## src/rtl/jtag_scan_sequencer.sv

```systemverilog
// jtag_scan_sequencer: host-side JTAG master. Walks an attached TAP through
// reset, IR/DR scans and Run-Test/Idle cycles, generating TCK/TMS/TDI and
// capturing TDO. The TAP is always parked in RUN_TEST_IDLE between commands.
module jtag_scan_sequencer #(
  parameter int DATA_W  = 32,
  parameter int LEN_W   = 6,
  parameter int CLK_DIV = 2
) (
  input  logic              CLK,
  input  logic              RST,
  input  logic              cmd_valid,
  output logic              cmd_ready,
  input  logic [1:0]        cmd_op,
  input  logic [LEN_W-1:0]  cmd_len,
  input  logic [DATA_W-1:0] cmd_data,
  output logic              done,
  output logic [DATA_W-1:0] rsp_data,
  output logic              rsp_err,
  output logic              busy,
  output logic              TCK,
  output logic              TMS,
  output logic              TDI,
  input  logic              TDO
);

  localparam int IDX_W = (DATA_W > 1) ? $clog2(DATA_W) : 1;
  localparam int PH_W  = (CLK_DIV > 1) ? $clog2(CLK_DIV) : 1;

  // Bit counter is one bit wider than cmd_len so len=DATA_W never wraps.
  typedef logic [LEN_W:0] cnt_t;
  typedef logic [PH_W-1:0] ph_t;

  typedef enum logic [2:0] {
    INIT_RST,
    IDLE,
    PRE,
    SHIFT,
    POST,
    RUN,
    FIN
  } state_t;

  localparam logic [1:0] OP_RESET = 2'd0;
  localparam logic [1:0] OP_IR    = 2'd1;
  localparam logic [1:0] OP_DR    = 2'd2;
  localparam logic [1:0] OP_IDLE  = 2'd3;

  localparam ph_t PH_LAST = ph_t'(CLK_DIV - 1);

  state_t              state_q, state_d;
  ph_t                 phase_q, phase_d;
  logic                half_q, half_d;      // 0 = TCK low phase, 1 = high phase
  cnt_t                idx_q, idx_d;        // bit index within current state
  logic                tck_q, tck_d;
  logic                tms_q, tms_d;
  logic                tdi_q, tdi_d;
  logic [1:0]          op_q, op_d;
  logic [LEN_W-1:0]    len_q, len_d;
  logic [DATA_W-1:0]   data_q, data_d;
  logic [DATA_W-1:0]   rsp_data_q, rsp_data_d;
  logic                rsp_err_q, rsp_err_d;
  logic                cmd_seen_q, cmd_seen_d; // INIT_RST ends in FIN once a command ran

  state_t              nxt_state;
  cnt_t                nxt_idx;
  logic                step;
  cnt_t                cmd_len_ext;
  cnt_t                len_ext;
  logic                len_bad;

  // TMS value to present for bit 'idx' of state 'st'.
  function automatic logic tms_val(input state_t st, input cnt_t idx,
                                   input logic is_ir, input cnt_t len);
    logic r;
    r = 1'b0;
    case (st)
      INIT_RST: r = (idx < cnt_t'(5));                  // 1,1,1,1,1,0
      PRE:      r = is_ir ? (idx < cnt_t'(2))           // 1,1,0,0
                          : (idx < cnt_t'(1));          // 1,0,0
      SHIFT:    r = ((idx + cnt_t'(1)) == len);         // exit on last bit
      POST:     r = (idx == cnt_t'(0));                 // 1,0
      default:  r = 1'b0;
    endcase
    return r;
  endfunction

  // State and datapath registers.
  always_ff @(posedge CLK or posedge RST) begin
    if (RST) begin
      state_q    <= INIT_RST;
      phase_q    <= '0;
      half_q     <= 1'b0;
      idx_q      <= '0;
      tck_q      <= 1'b0;
      tms_q      <= 1'b1;
      tdi_q      <= 1'b0;
      op_q       <= OP_RESET;
      len_q      <= '0;
      data_q     <= '0;
      rsp_data_q <= '0;
      rsp_err_q  <= 1'b0;
      cmd_seen_q <= 1'b0;
    end else begin
      state_q    <= state_d;
      phase_q    <= phase_d;
      half_q     <= half_d;
      idx_q      <= idx_d;
      tck_q      <= tck_d;
      tms_q      <= tms_d;
      tdi_q      <= tdi_d;
      op_q       <= op_d;
      len_q      <= len_d;
      data_q     <= data_d;
      rsp_data_q <= rsp_data_d;
      rsp_err_q  <= rsp_err_d;
      cmd_seen_q <= cmd_seen_d;
    end
  end

  // Next-state logic: command accept, TCK phase timing, bit sequencing.
  always_comb begin
    state_d    = state_q;
    phase_d    = phase_q;
    half_d     = half_q;
    idx_d      = idx_q;
    tck_d      = tck_q;
    tms_d      = tms_q;
    tdi_d      = tdi_q;
    op_d       = op_q;
    len_d      = len_q;
    data_d     = data_q;
    rsp_data_d = rsp_data_q;
    rsp_err_d  = rsp_err_q;
    cmd_seen_d = cmd_seen_q;

    nxt_state   = state_q;
    nxt_idx     = '0;
    step        = 1'b0;
    cmd_len_ext = {1'b0, cmd_len};
    len_ext     = {1'b0, len_q};
    len_bad     = (cmd_len_ext == cnt_t'(0)) || (cmd_len_ext > cnt_t'(DATA_W));

    case (state_q)
      IDLE: begin
        if (cmd_valid) begin
          op_d       = cmd_op;
          len_d      = cmd_len;
          data_d     = cmd_data;
          rsp_data_d = '0;
          rsp_err_d  = 1'b0;
          cmd_seen_d = 1'b1;
          step       = 1'b1;
          case (cmd_op)
            OP_RESET: nxt_state = INIT_RST;
            OP_IR, OP_DR: begin
              if (len_bad) begin
                nxt_state = FIN;
                rsp_err_d = 1'b1;
              end else begin
                nxt_state = PRE;
              end
            end
            default: nxt_state = (cmd_len_ext == cnt_t'(0)) ? FIN : RUN;
          endcase
        end
      end

      FIN: begin
        nxt_state = IDLE;
        step      = 1'b1;
      end

      default: begin
        // A bit is in progress: CLK_DIV cycles low, then CLK_DIV cycles high.
        if (phase_q != PH_LAST) begin
          phase_d = phase_q + ph_t'(1);
        end else if (!half_q) begin
          phase_d = '0;
          half_d  = 1'b1;
          tck_d   = 1'b1;
          if (state_q == SHIFT) begin
            rsp_data_d[idx_q[IDX_W-1:0]] = TDO;
          end
        end else begin
          step    = 1'b1;
          nxt_idx = idx_q + cnt_t'(1);
          case (state_q)
            INIT_RST: begin
              if (idx_q == cnt_t'(5)) begin
                nxt_state = cmd_seen_q ? FIN : IDLE;
                nxt_idx   = '0;
              end
            end
            PRE: begin
              if (idx_q == ((op_q == OP_IR) ? cnt_t'(3) : cnt_t'(2))) begin
                nxt_state = SHIFT;
                nxt_idx   = '0;
              end
            end
            SHIFT: begin
              if ((idx_q + cnt_t'(1)) == len_ext) begin
                nxt_state = POST;
                nxt_idx   = '0;
              end
            end
            POST: begin
              if (idx_q == cnt_t'(1)) begin
                nxt_state = FIN;
                nxt_idx   = '0;
              end
            end
            RUN: begin
              if ((idx_q + cnt_t'(1)) == len_ext) begin
                nxt_state = FIN;
                nxt_idx   = '0;
              end
            end
            default: begin
              nxt_state = IDLE;
              nxt_idx   = '0;
            end
          endcase
        end
      end
    endcase

    // Start of a new bit (or leaving the bit states): TCK goes low and
    // TMS/TDI take their values for the next bit at the same edge.
    if (step) begin
      state_d = nxt_state;
      idx_d   = nxt_idx;
      phase_d = '0;
      half_d  = 1'b0;
      tck_d   = 1'b0;
      tms_d   = tms_val(nxt_state, nxt_idx, (op_d == OP_IR), {1'b0, len_d});
      tdi_d   = (nxt_state == SHIFT) ? data_d[nxt_idx[IDX_W-1:0]] : 1'b0;
    end
  end

  assign cmd_ready = (state_q == IDLE);
  assign busy      = ~cmd_ready;
  assign done      = (state_q == FIN);
  assign rsp_data  = rsp_data_q;
  assign rsp_err   = rsp_err_q;
  assign TCK       = tck_q;
  assign TMS       = tms_q;
  assign TDI       = tdi_q;

endmodule

```

## config.mk

```make
export PLATFORM = sky130hd
export DESIGN_NAME = jtag_scan_sequencer
export DESIGN_NICKNAME = d
export VERILOG_FILES = /design/src/rtl/jtag_scan_sequencer.sv
export SDC_FILE = /design/constraint.sdc
export NUM_CORES = 1
export LEC_CHECK = 0
export CORE_MARGIN = 1
export CORE_UTILIZATION = 35
export CTS_CLUSTER_DIAMETER = 60
export CTS_CLUSTER_SIZE = 16
export DETAILED_ROUTE_END_ITERATION = 10
export PLACE_DENSITY_LB_ADDON = 0.3
export SYNTH_ARGS = -nofsm -noshare
export SYNTH_HDL_FRONTEND = slang
export SYNTH_SLANG_ARGS = --single-unit
```

## constraint.sdc

```tcl
create_clock -name CLK -period 5.3 [get_ports CLK]
set_input_delay 0.795 -clock CLK [delete_from_list [all_inputs] [get_ports CLK]]
set_output_delay 0.795 -clock CLK [all_outputs]
set_load 0.05 [all_outputs]
```

Word-level counts from Yosys, hierarchy flattened
Index checks and enable logic that the tools add are counted.
{ "word_totals": {"ff_bits": 89, "wordCells": 122} }
{ "op_classes": {"addsub": 3, "magnitude_cmp": 7, "n_eq_ne": 22, "muxes": 58, "bitwise": 2, "reduce_logical": 17} }
{ "ops": {"columns": ["cell", "count"], "rows": [
  ["32-bit 2-to-1 mux", 6],
  ["32-bit case mux with 2 select lines", 1],
  ["7-bit 2-to-1 mux", 7],
  ["32-bit bitwise mux", 1],
  ["3-bit 2-to-1 mux", 10],
  ["7-bit case mux with 4 select lines", 1],
  ["1-bit 2-to-1 mux", 20],
  ["3-bit case mux with 5 select lines", 1],
  ["7-bit by 1-bit adder with 7-bit output, second input constant", 2],
  ["7-bit by 6-bit equality test with 1-bit output", 2],
  ["3-bit by 2-bit equality test with 1-bit output, second input constant", 4],
  ["3-bit equality test, second input constant", 4],
  ["5-bit by 6-bit < comparator with 1-bit output, second input constant", 2],
  ["6-bit 2-to-1 mux", 2],
  ["3-bit case mux with 2 select lines", 2],
  ["7-bit by 1-bit equality test with 1-bit output, second input constant", 1],
  ["7-bit by 2-bit equality test with 1-bit output", 1],
  ["7-bit by 3-bit equality test with 1-bit output, second input constant", 1],
  ["7-bit zero test", 1],
  ["7-bit by 1-bit < comparator with 1-bit output, second input constant", 1],
  ["7-bit by 2-bit < comparator with 1-bit output, second input constant", 1],
  ["7-bit by 3-bit < comparator with 1-bit output, second input constant", 1],
  ["2-bit by 1-bit equality test with 1-bit output, second input constant", 3],
  ["6-bit > comparator, second input constant", 1],
  ["22 further kinds", 33]
]} }

Longest topological paths before layout
Gate-level depths: netlist of the first run.
{ "logic_depth": {"ltp_word": 11, "ltp_mapped": 19, "ltp_nobuf": 15} }

Least setup slack after synthesis of the first run
Ideal clock, no wire load.
{ "synth_path": {"path_type": "register to register", "from": "register idx_q[0]", "to": "register tms_q, in the netlist TMS", "setup_ns": 0.097, "t_arrival_ns": 3.683, "required_time_ns": 5.203, "setup_slack_ns": 1.520, "path_stages_with_launch": 20, "synth_period_minus_slack_ns": 3.780, "path_cell_list": "dfrtp_1 -> buf_2 -> clkinv_1 -> ha_1 -> clkbuf_1 -> xor2_1 -> nor3_2 -> nand4_2 -> or3_1 -> buf_2 -> nand3_2 -> buf_6 -> inv_2 -> ha_1 -> nand2_1 -> or3_1 -> mux2i_1 -> mux2i_1 -> o21a_1 -> o41ai_2"} }
{ "synth_via": {"elab_chain_cells": 10, "elab_cells_between_ends": 34, "cone_classes": "add/sub: 2; order compare: 3; eq/ne: 8; mux: 19; reduce/logical: 2"} }
{ "synth_rtl": {"columns": ["item", "line", "rtl"], "rows": [
  ["from (decl)", "53", "cnt_t idx_q, idx_d;"],
  ["from (signal assigned)", "107", "idx_q <= idx_d;"],
  ["7-bit by 1-bit adder with 7-bit output", "186, 201, 213", null],
  ["7-bit by 6-bit equality test with 1-bit output", "201, 213", null],
  ["7-bit 2-to-1 mux", "201, 213", null],
  ["7-bit case mux with 4 select lines (*)", "187", "case (state_q)"],
  ["7-bit 2-to-1 mux (*)", "177", "end else if (!half_q) begin"],
  ["7-bit 2-to-1 mux (*)", "175", "if (phase_q != PH_LAST) begin"],
  ["7-bit 2-to-1 mux (*)", "143", "case (state_q)"],
  ["net nxt_idx[0]", "65", "cnt_t nxt_idx;"],
  ["7-bit by 1-bit adder with 7-bit output (tied with other cells)", "80", "SHIFT: r = ((idx + cnt_t'(1)) == len);"],
  ["7-bit by 6-bit equality test with 1-bit output or 1-bit 2-to-1 mux (tied branches)", "80, 78", null],
  ["1-bit case mux with 4 select lines (*)", "76", "case (st)"],
  ["to (signal assigned)", "109", "tms_q <= tms_d;"],
  ["to (decl)", "55", "logic tms_q, tms_d;"]
]} }
The timed path passes the listed nets; every way through them passes the cells marked *.
A chain may end at the register's enable or synchronous reset.

Final worst setup path of the first run
Ends and elaborated chain as after synthesis.

==> impl_metrics.py, run 1 <==
metrics = {
    "outcome": {
        "status": "complete, no violations",
    },
    "critical_path": {
        "worstPathArrival_ns": 4.87,
        "end_kind": "flip-flop",
        "cp-start-kind": "flip-flop",
        "required_ns": 5.55,
        "crit_type": "reg2reg",
        "path_max_fanout": 15,
        "ff2ff_setup_slack_ns": 0.68,
    },
    "route": {
        "finalWirelength_um": 13770,
        "avgViaCountPerCell": 5.309,
        "first_iter_violations": 270,
        "routedWlPerCell_um": 16.88,
        "drtAntennaViolNets": 0,
        "vias": 4332,
        "drt_first_pass_iters": 5,
        "drc": 0,
    },
    "synthesis": {
        "synthSimpleGateAreaFrac": 0.2311,
        "synth_edf_count": 0,
        "yosysUniqueCellTypes": 63,
        "synthAdderAreaFrac": 0.01999,
        "synthFlopType": "dfrtp_1",
        "synthCells": 567,
        "netlist_area_mm2": 0.005009,
        "yosysWarningCount": 0,
        "synth-compound-area-share": 0.1589,
        "async_flop_share": 1.000,
        "synth_nets": 619,
        "synth_mux_area_frac": 0.05621,
        "ys_ff_latch": 89,
        "synth_top_family_by_area": "simple AND/OR/NAND/NOR gates",
        "yosysSeqAreaShare": 0.4449,
        "synth_xor_area_frac": 0.04322,
        "syn_area_per_cell_um2": 8.833,
    },
    "worst_hold_path": {
        "hold_class": "reg2reg",
    },
    "power": {
        "cell_internal_pwr_mw": 1.837,
        "pwr-share-seq": 0.328,
        "power_density_mw_per_mm2": 509.6,
        "comb_power_share": 0.462,
        "pwr-share-clk": 0.210,
        "leakagePower_nw": 2.695,
        "power.switching_mw": 1.357,
        "swShare": 0.4248,
        "peakVddDrop_uv": 191.0,
        "p_total_mw": 3.194,
    },
    "sta": {
        "slew-limit-headroom": 0.3297,
        "whs_ns": 0.4750,
        "rsz0062_at_grt": "no",
        "clock_skew_ns": 0.005872,
        "setup_viol": 0,
        "max_freq_ghz": 0.2166,
        "final-max-slew-violation-count": 0,
        "final_hold_viol_count": 0,
        "setup_tns_ns": 0,
        "fin_crit_sh": 0.8711,
        "worst_slew_pin_slew_ns": 1.005,
        "post-route-min-period_ns": 4.617,
    },
    "clock_tree": {
        "cts_sinks": 89,
        "clkLatencyLatePin_ns": 0.35,
        "post-cts-setup-buffers": 0,
        "cts_max_level": 3,
        "cts_resized": 0,
        "numCtsBuffers": 9,
        "clkTransAtPathRegs_ns": 0.06,
        "cts_hold_buf": 0,
        "root_buffer": "clkbuf_16",
        "ctsLongestPathBuffers": 2,
        "cts_tree": "built",
    },
    "grt": {
        "track_usage": 0.2022,
        "grt_max_degree": 68,
        "grt_pass1_vias": 4254,
        "antenna_found_initial": 0,
        "grt.overflow.total": 0,
        "grt_pass1_wl_um": 22740,
    },
    "floorplanning": {
        "dieArea_mm2": 0.01479,
        "start_util": 0.3594,
        "die_x_um": 121.6,
        "die_height_um": 121.6,
        "io_pins": 83,
        "num_rows": 43,
        "core_mm2": 0.01393,
    },
    "cells_and_area": {
        "antenna_cells": 0,
        "fin_util": 0.4498,
        "drive_gt1_frac": 0.07862,
        "area_growth_pct": 25.13,
        "fin_area_mm2": 0.006267,
        "fin_nets": 683,
    },
    "place": {
        "place.gp.congestion": 0.9126,
        "post-dp-hpwl_um": 10340,
        "placed_area_mm2": 0.005952,
        "portBuffers": 82,
    },
    "flow_run": {
        "cap_violations": 0,
    },
}
-- area by class of cell --
class | instances | area, um^2
Fill cell | 1357 | 7667
Multi-Input combinational cell | 425 | 2567
Sequential cell | 89 | 2228
Timing Repair Buffer | 87 | 858.3
Clock buffer | 11 | 252.7
Tap cell | 180 | 225.2
Inverter | 19 | 72.57
Clock inverter | 5 | 62.56
-- critical path, stage by stage (launching register included) --
cell	delay, ns
dfrtp_1	0.65
clkinv_1	0.42
ha_1	0.76
xor2_1	0.15
nor3_2	0.22
nand4_2	0.17
or3_1	0.50
nand3_2	0.29
inv_2	0.08
ha_1	0.23
nand2_1	0.06
or3_1	0.18
mux2i_1	0.19
mux2i_1	0.08
o21a_1	0.18
o41ai_2	0.33
-- flip-flops by register name (all words and copies together) (netlist names) --
name / count
state_q: 3
rsp_data: 32
op_q: 2
cmd_seen_q: 1
idx_q: 7
TMS: 1
len_q: 6
TDI: 1
TCK: 1
data_q: 32
half_q: 1
phase_q: 1
rsp_err: 1
-- final timing paths --
check	startpoint	to	depth (start not counted)
setup reg to reg	idx_q[0]	TMS	15
setup / recovery	idx_q[0]	TMS	15
hold reg to reg	TCK	TCK	2
hold / removal	TCK	TCK	2
max in group asynchronous	RST	op_q[0]	3
min in group asynchronous	RST	data_q[17]	2
-- routing by layer --
| metal | part of all wire | routed length [um] | GRT usage |
|---|---|---|---|
| met1 | 0.47 | 6481 | 0.2698 |
| met2 | 0.46 | 6385 | 0.3235 |
| met3 | 0.048 | 660 | 0.04635 |
| met5 | 0 | 0 | 0 |
| met4 | 0.018 | 245 | 0.06481 |
-- per-stage QoR --
| stage | worst slack [ns] | cells |
|---|---|---|
| 5_1_grt | 0.2976 | 816 |
| 3_5_place_dp | 0.7031 | 800 |
| 2_1_floorplan | 1.520 | 567 |
| 3_3_place_gp | 0.8641 | 800 |
| 6_report | 0.6831 | 816 |
| 4_1_cts | 0.6546 | 816 |
-- power groups by stage --
stage / combinational, mW / sequential [mW] / clock (mW)
floorplan: 0.957 / 1.14 / 0
global placement: 1.46 / 1.05 / 0
detailed placement: 1.48 / 1.06 / 0
CTS: 1.48 / 1.05 / 0.687
global route: 1.62 / 1.07 / 0.715
finish: 1.47 / 1.05 / 0.671
-- cells by family after synthesis --
kind of cell               count (synthesis)
AOI/OAI and AO/OA                        121
xor gates and xnor gates                  23
adders and majority gates                  8
buffers and inverters                     53
DFF                                       89
muxes                                     25
and+or+nand+nor                          248
-- cell usage after synthesis, types with 4 or more instances --
master	instances	area [um^2]
xnor2_1	15	131.4
nor2b_1	5	31.28
xor2_1	7	61.31
mux2_2	11	123.9
nor3_1	8	40.04
mux2i_1	12	120.1
inv_1	14	52.55
buf_2	9	45.04
clkbuf_1	20	75.07
and2_1	9	56.30
or3_1	4	25.02
o21ai_0	42	210.2
nand3_1	36	180.2
nor3b_1	4	30.03
o211ai_1	14	105.1
a21o_1	4	30.03
dfrtp_1	88	2202
nor2_1	19	71.32
a211oi_1	8	60.06
nand2_1	137	514.2
a21oi_1	12	60.06
a31oi_1	4	25.02
ha_1	8	100.1
o31ai_1	13	97.59
-- cell usage in the layout, fill, tap and decap left out, types with 13 or more instances in the layout --
cell / count
dfrtp_1: 88
inv_1: 13
nor2_1: 19
o31ai_1: 13
nand3_1: 36
xnor2_1: 15
nand2_1: 137
o21ai_0: 42
o211ai_1: 14
clkdlybuf4s50_1: 82
Power figures use the tool's default switching activity.
==> run 2, diff against run 1 <==
--- a/config.mk
+++ b/config.mk
@@ -11,6 +11,7 @@
 export CTS_CLUSTER_SIZE = 16
 export DETAILED_ROUTE_END_ITERATION = 10
 export PLACE_DENSITY_LB_ADDON = 0.3
+export SLEW_MARGIN = 20
 export SYNTH_ARGS = -nofsm -noshare
 export SYNTH_HDL_FRONTEND = slang
 export SYNTH_SLANG_ARGS = --single-unit
==> results of run 2 <==
Final layout, timing and power as in run 1 (identical DEF).
==> run 3, diff against run 2 <==
--- a/config.mk
+++ b/config.mk
@@ -5,12 +5,10 @@
 export SDC_FILE = /design/constraint.sdc
 export NUM_CORES = 1
 export LEC_CHECK = 0
-export CORE_MARGIN = 1
 export CORE_UTILIZATION = 35
 export CTS_CLUSTER_DIAMETER = 60
 export CTS_CLUSTER_SIZE = 16
 export DETAILED_ROUTE_END_ITERATION = 10
-export PLACE_DENSITY_LB_ADDON = 0.3
 export SLEW_MARGIN = 20
 export SYNTH_ARGS = -nofsm -noshare
 export SYNTH_HDL_FRONTEND = slang
==> run 3 against run 2 <==
Net effect:
- via count is 0.78% higher
- critical endpoint unchanged
- largest cell class unchanged
- die area stayed put
- critical path depth stayed put
- clock skew is 0.0032 ns higher
==> impl_metrics.py, run 3 (same netlist as run 1, synthesis figures left out) <==
metrics = {
    "outcome": {
        "status": "complete, no violations",
    },
    "worst_hold_path": {
        "min_to": "data_q[29]",
        "hold_class": "reg2reg",
        "hold-path-cell-count": 2,
        "hp-start": "data_q[29]",
    },
    "critical_path": {
        "timing.rr.end": "TMS",
        "path_cells": "clkinv_1 > ha_1 > xor2_1 > nor3_2 > nand4_2 > or3_1 > nand3_2 > inv_2 > ha_1 > nand2_1 > or3_1 > mux2i_1 > mux2i_1 > o21a_1 > o41ai_2",
        "reg2reg_depth": 15,
        "end_kind": "flip-flop",
        "ff2ff_setup_slack_ns": 1.08,
        "slowest_delay_ns": 0.66,
        "critPathBufInv": 2,
        "crit_type": "reg2reg",
        "cp_slowest_cell": "dfrtp_1",
        "cp-start-kind": "flip-flop",
        "r2r_start": "idx_q[0]",
        "path_max_fanout": 15,
        "required_ns": 5.56,
        "worstPathArrival_ns": 4.47,
        "critPathTopFamily": "simple AND/OR/NAND/NOR gates",
    },
    "clock_tree": {
        "clkLatencyLatePin_ns": 0.35,
        "numCtsBuffers": 9,
        "cts_max_level": 3,
        "cts_tree": "built",
        "cts_hold_buf": 0,
        "clkTransAtPathRegs_ns": 0.07,
        "post-cts-setup-buffers": 0,
        "cts_resized": 0,
        "ctsLongestPathBuffers": 2,
        "cts_sinks": 89,
        "root_buffer": "clkbuf_16",
    },
    "grt": {
        "grt_max_degree": 52,
        "grt.overflow.total": 0,
        "grt_pass1_wl_um": 22510,
        "grt_pass1_vias": 4188,
        "track_usage": 0.2011,
        "antenna_found_initial": 0,
    },
    "sta": {
        "slew-limit-headroom": 0.3669,
        "rsz0062_at_grt": "no",
        "max_freq_ghz": 0.2371,
        "final_hold_viol_count": 0,
        "setup_viol": 0,
        "post-route-min-period_ns": 4.217,
        "clock_skew_ns": 0.009121,
        "fin_crit_sh": 0.7957,
        "worst_slew_pin_slew_ns": 0.9496,
        "setup_tns_ns": 0,
        "final-max-slew-violation-count": 0,
    },
    "cells_and_area": {
        "fin_nets": 684,
        "num-fill-cells": 1369,
        "area_growth_pct": 24.81,
        "most-common-layout-cells": "nand2_1, dfrtp_1, clkdlybuf4s50_1",
        "antenna_cells": 0,
        "fin_util": 0.4486,
        "mostFrequentLayoutCell": "nand2_1",
        "drive_gt1_frac": 0.08006,
    },
    "power": {
        "power_density_mw_per_mm2": 504.5,
        "peakVddDrop_uv": 182.8,
        "leakagePower_nw": 2.680,
    },
    "route": {
        "drtAntennaViolNets": 0,
        "first_iter_violations": 310,
        "drt_first_pass_iters": 5,
        "routedWlPerCell_um": 17.05,
        "avgViaCountPerCell": 5.344,
        "finalWirelength_um": 13930,
        "vias": 4366,
        "drc": 0,
    },
    "floorplanning": {
        "dieArea_mm2": 0.01479,
        "start_util": 0.3594,
        "die_height_um": 121.6,
        "num_rows": 43,
        "core_mm2": 0.01393,
        "io_pins": 83,
        "die_x_um": 121.6,
    },
    "flow_run": {
        "cap_violations": 0,
    },
    "place": {
        "post-dp-hpwl_um": 10390,
        "portBuffers": 82,
        "place.gp.congestion": 0.8733,
    },
}
[run 3: worst max path at each step]
stage	depth (start not counted)	from	slack, ns	endpoint
3_3_place_gp	15	idx_q[0]	1.20	TMS
5_1_grt	15	idx_q[0]	0.80	TMS
6_report	15	idx_q[0]	1.08	TMS
3_5_place_dp	15	idx_q[0]	1.12	TMS
2_1_floorplan	19	idx_q[0]	1.52	TMS
4_1_cts	15	idx_q[0]	1.09	TMS
[run 3: cell type report]
type / count / area (um^2) / share of cell area
clock buffers: 11 / 252.7 / 0.04043
clock inverters: 5 / 38.79 / 0.006205
repair buffers: 88 / 865.8 / 0.1385
well taps: 180 / 225.2 / 0.03603
multi-input cells: 425 / 2567 / 0.4107
flip-flops and latches: 89 / 2228 / 0.3565
inverters: 19 / 72.57 / 0.01161
[run 3: worst reg2reg max path, delay by kind of cell (launching register included)]
kind	cells	cell delay, ns
AOI/OAI and AO/OA	2	0.51
xor gates and xnor gates	1	0.15
adders and majority gates	2	0.88
buffers and inverters	2	0.26
DFF	1	0.66
muxes	2	0.30
and+or+nand+nor	6	1.38
[run 3: metrics by stage]
step	setup WS [ns]	total power [mW]	std cells	instance area [um^2]	hold WS [ns]
2_1_floorplan	1.520	2.094	567	5009	0.4331
3_3_place_gp	1.204	2.527	801	5959	0.4503
3_5_place_dp	1.119	2.542	801	5959	0.4543
4_1_cts	1.094	3.178	817	6251	0.4702
5_1_grt	0.8014	3.372	817	6251	0.4949
6_report	1.083	3.154	817	6251	0.4657
[run 3: layer usage]
| metal | vias up | track usage | part of all wire |
|---|---|---|---|
| met2 | 130 | 0.3185 | 0.47 |
| li1 | 2128 | - | - |
| met3 | 21 | 0.03979 | 0.048 |
| met4 | 0 | 0.07253 | 0.020 |
| met1 | 2087 | 0.2720 | 0.47 |
| met5 | - | 0 | 0 |
[run 3: power breakdown]
group | switching, mW | internal [mW] | total [mW]
clock network | 0.280 | 0.345 | 0.625
registers | 0.150 | 0.897 | 1.05
logic | 0.932 | 0.551 | 1.48
